### src/rtl/timer_sequencer.sv
// Countdown timer sequencer: previews the selected mode's duration while idle,
// counts down in BCD MM:SS once per tick while running, and pulses timerEnd
// on natural completion.
module timer_sequencer #(
   parameter int unsigned TICK_DIV  = 100_000_000,
   parameter int unsigned MODE0_MIN = 1,
   parameter int unsigned MODE1_MIN = 5,
   parameter int unsigned MODE2_MIN = 10,
   parameter int unsigned MODE3_MIN = 25
) (
   input  logic        clk,
   input  logic        rst,
   input  logic [1:0]  mode,
   input  logic        start,
   output logic        timerEnd,
   output logic        running,
   output logic [15:0] digits
);

   localparam int unsigned PW = $clog2(TICK_DIV);
   localparam logic [PW-1:0] TickLast = PW'(TICK_DIV - 1);

   // MM:00 preview words, resolved at elaboration so no runtime divider is needed
   localparam logic [15:0] Preview0 = {4'(MODE0_MIN / 10), 4'(MODE0_MIN % 10), 8'h00};
   localparam logic [15:0] Preview1 = {4'(MODE1_MIN / 10), 4'(MODE1_MIN % 10), 8'h00};
   localparam logic [15:0] Preview2 = {4'(MODE2_MIN / 10), 4'(MODE2_MIN % 10), 8'h00};
   localparam logic [15:0] Preview3 = {4'(MODE3_MIN / 10), 4'(MODE3_MIN % 10), 8'h00};

   localparam logic [1:0] StIdle = 2'd0;
   localparam logic [1:0] StRun  = 2'd1;
   localparam logic [1:0] StDone = 2'd2;

   logic [1:0]    state_q, state_d;
   logic [PW-1:0] presc_q, presc_d;
   logic [15:0]   digits_q, digits_d;
   logic          start_q;
   logic          timer_end_q, timer_end_d;
   logic          running_q, running_d;
   logic [15:0]   preview;

   // Subtract one second from a BCD MM:SS value, borrowing through each digit
   function automatic logic [15:0] bcd_dec(input logic [15:0] d);
      logic [3:0] mt, mo, st, so;
      {mt, mo, st, so} = d;
      if (so != 4'd0) begin
         so = so - 4'd1;
      end else begin
         so = 4'd9;
         if (st != 4'd0) begin
            st = st - 4'd1;
         end else begin
            st = 4'd5;
            if (mo != 4'd0) begin
               mo = mo - 4'd1;
            end else begin
               mo = 4'd9;
               mt = mt - 4'd1;
            end
         end
      end
      return {mt, mo, st, so};
   endfunction

   // Select the preview word for the currently sampled mode
   always_comb begin
      case (mode)
         2'd0:    preview = Preview0;
         2'd1:    preview = Preview1;
         2'd2:    preview = Preview2;
         default: preview = Preview3;
      endcase
   end

   // Next-state logic; abort on start=0 wins over a coincident tick
   always_comb begin
      state_d     = state_q;
      presc_d     = presc_q;
      digits_d    = digits_q;
      timer_end_d = 1'b0;
      case (state_q)
         StIdle: begin
            // Entering RUN loads the same preview, which latches the duration
            digits_d = preview;
            presc_d  = '0;
            if (start && !start_q) begin
               state_d = StRun;
            end
         end
         StRun: begin
            if (!start) begin
               state_d = StIdle;
               presc_d = '0;
            end else if (presc_q == TickLast) begin
               presc_d  = '0;
               digits_d = bcd_dec(digits_q);
               if (digits_d == 16'h0000) begin
                  state_d     = StDone;
                  timer_end_d = 1'b1;
               end
            end else begin
               presc_d = presc_q + PW'(1);
            end
         end
         StDone: begin
            state_d  = StIdle;
            digits_d = 16'h0000;
         end
         default: begin
            state_d = StIdle;
         end
      endcase
      running_d = (state_d == StRun);
   end

   // State registers with synchronous active-low reset
   always_ff @(posedge clk) begin
      if (!rst) begin
         state_q     <= StIdle;
         presc_q     <= '0;
         digits_q    <= 16'h0000;
         start_q     <= 1'b0;
         timer_end_q <= 1'b0;
         running_q   <= 1'b0;
      end else begin
         state_q     <= state_d;
         presc_q     <= presc_d;
         digits_q    <= digits_d;
         start_q     <= start;
         timer_end_q <= timer_end_d;
         running_q   <= running_d;
      end
   end

   assign timerEnd = timer_end_q;
   assign running  = running_q;
   assign digits   = digits_q;

endmodule
### config.mk
export PLATFORM = sky130hd
export DESIGN_NAME = timer_sequencer
export DESIGN_NICKNAME = d
export VERILOG_FILES = /design/src/rtl/timer_sequencer.sv
export SDC_FILE = /design/constraint.sdc
export NUM_CORES = 1
export LEC_CHECK = 0
export CORE_UTILIZATION = 40
export DETAILED_ROUTE_END_ITERATION = 8
export PLACE_DENSITY_LB_ADDON = 0.1
export SETUP_SLACK_MARGIN = 0.15
export SYNTH_ARGS = -nofsm -noshare
export SYNTH_HDL_FRONTEND = slang
export SYNTH_SLANG_ARGS = --single-unit
### constraint.sdc
create_clock -name clk -period 3.3 [get_ports clk]
set_input_delay 0.66 -clock clk [delete_from_list [all_inputs] [get_ports clk]]
set_output_delay 0.66 -clock clk [all_outputs]
set_load 0.01 [all_outputs]
==> results by group <==
Status
  • Outcome: complete, no violations

STA
  • Setup TNS: 0 ns
  • Worst-margin pin slew: approximately 0.85 ns
  • RSZ-0062 raised after global routing: false
  • Tmin final: 2.60 ns
  • Period utilization: 78.7%
  • Final Max Tran Viols: 0
  • Fmax: 385 MHz
  • Slew headroom: 42.8%
  • Final Hold Fails: 0
  • Skew final: 0.00384 ns
  • Setup Viol. Count Final: 0

Yosys
  • Distinct cells, synth: 57
  • Syn_area_per_cell: about 8 um2
  • Ys async rst share: 0%
  • Synth top area cells: dfxtp_1, nor2_1, xnor2_1
  • Cell taking the most area after synthesis: dfxtp_1
  • Synth top area share: 35.0%
  • Cell count after synthesis: 340
  • Post-Syn Area: roughly 0.0027 mm2
  • Ys Warns: 0
  • Post-synthesis sequential area ratio: 35.0%
  • Count leader, synth: dfxtp_1
  • Post-synth top cells: dfxtp_1, nor2_1, nand2_1, a21oi_1, nor3_1
  • Seq cells post-synth: 48
  • Post-synth top flop: dfxtp_1
  • Syn_nets: 350
  • EDFF count, synth: 0

Power and ir drop
  • Pwr per Cell Area: 361 mW/mm2
  • Leakage Power: 1.03 nW
  • IR drop worst, VDD: 0.168 mV

Route
  • Pre-Repair DR Iteration Count: 7
  • Wire per inst: 15.2 um
  • Residual DRC: 0
  • Antenna viol nets, final: 0
  • Vias/cell: 5.63
  • Via count: 2447
  • Initial DRC count: ~130
  • Final wirelength: 6600 um

Setup path
  • Crit path launch: presc_q[0]
  • Worst endpoint required time: 3.50 ns
  • Crit-path max FO: 12
  • Worst EP arrival: 2.79 ns
  • Reg2reg start: presc_q[0]
  • CP Capture Type: register
  • Setup CP Type: reg2reg
  • CP startpoint kind: register

Clocking
  • Postcts setup bufs: 0
  • Resize count post-CTS: 0
  • Worst-case clock buffer depth: 2
  • Num Clock Sinks: 48
  • CTS tree: built
  • Hold buffers post-CTS: 0
  • Clk root buf: clkbuf_8
  • Worst-path clk slew: 0.09 ns
  • Htree depth: 2
  • Clock Latency Late Sink: 0.30 ns
  • Number of CTS-inserted buffers: 5

Flow run
  • Number of max-cap violations: 0

GRT
  • First-pass GRT wire length: between 10000 and 15000 um
  • Initial antenna violation count: 0
  • Met2 Use GR: 26.5%
  • Routing usage on met3: 3.60%
  • Grt total ovfl: 0
  • GRT busiest layer: met1
  • Vias in the first global route: approximately 2200
  • GRT Util Overall: 19.2%
  • GR Layer Usage met1: 29.6%
  • Largest net degree at the start of global routing: 16

Cells and area
  • Antenna diodes: 0
  • Layout area overhead: 12.5%
  • Design area: between 0.003 and 0.004 mm2
  • Layout cells sized above 1: 6.15%
  • Final non-filler cell total: about 440
  • Final Net Count: ~370

Place
  • Placement Cell Area: 0.00300 mm2
  • Placed cell count: 427
  • Hpwl dp: 4890 um
  • Port buffer count: 22
  • Placer Congestion: 0.797

Hold path
  • Type of the worst min-delay path: reg2reg
  • Worst Min Path Start: digits[4]

Die
  • Site Rows: 29
  • Die area: around 0.0072 mm2
  • Horiz. Die Dim: 84.9 um
  • Core area: 0.00649 mm2
  • IO Pins: 23
  • Height of the die: 84.9 um
  • Initial Utilization: 42.3%
## metrics by stage
step	power (mW)	utilization (%)	setup slack (ns)	hold slack (ns)
final	1.12	47.6	0.704	0.518
after global placement	0.759	46.2	0.619	0.499
after CTS	1.13	47.6	0.708	0.525
after detailed placement	0.760	46.2	0.562	0.510
after floorplan	0.713	-	1.09	0.478
after global routing	1.16	47.6	0.393	0.544
## layout make-up
type	instances	area [um2]
flip-flops and latches	48	961
clock buffers	8	90.1
fillers	623	3410
well taps	77	96.3
multi-input cells	265	1650
inverters	10	37.5
repair buffers	27	258
## flip-flops by register name (all words and copies together) (netlist names)
signal	cells
digits	16
presc_q	27
state_q	2
start_q	1
timerEnd	1
running	1
## placed cells by master (no fill, tap or decap), drive strengths merged, types with 11 or more instances in the layout
| cell | instances |
|---|---|
| nor2 | 44 |
| nand2 | 32 |
| o21ai | 11 |
| nand3 | 14 |
| nor3 | 20 |
| dfxtp | 48 |
| clkdlybuf4s50 | 22 |
| xnor2 | 16 |
| a21oi | 20 |
## metal layers
metal  wire length (um)  vias to the layer above  share of wire, %
li1                   -                     1265                 -
met1               3600                     1130                55
met2               2690                       47                41
met3                246                        5               3.7
met4                 52                        0              0.79
met5                  0                        -                 0
## path summary, 6_finish.rpt
check	slack, ns	depth (start not counted)	to
max	0.70	7	presc_q[23]
min	0.52	2	digits[4]
max reg2reg	0.70	7	presc_q[23]
min reg2reg	0.52	2	digits[4]
## power breakdown
part,switching [mW],internal (mW),total (mW)
Clock,0.197,0.171,0.368
Combinational,0.0900,0.0585,0.149
Sequential,0.0102,0.588,0.598
Total,0.297,0.818,1.12
## worst max-delay path: stages (launching register included)
cell and delay, ns:
dfxtp_1 0.40, ha_1 0.27, nand3_1 0.10, nor4_1 0.36
a21oi_1 0.25, o21ai_1 0.72, buf_4 0.32, nor2_1 0.07
## logic make-up after synthesis
group	share of synthesized area, %
compound gates	15.6
fa+ha+maj	2.28
mux	0.729
flops	35.0
simple gates	33.7
buf+inv	5.06
xor+xnor	7.65
(Power assumes the default switching activity.)
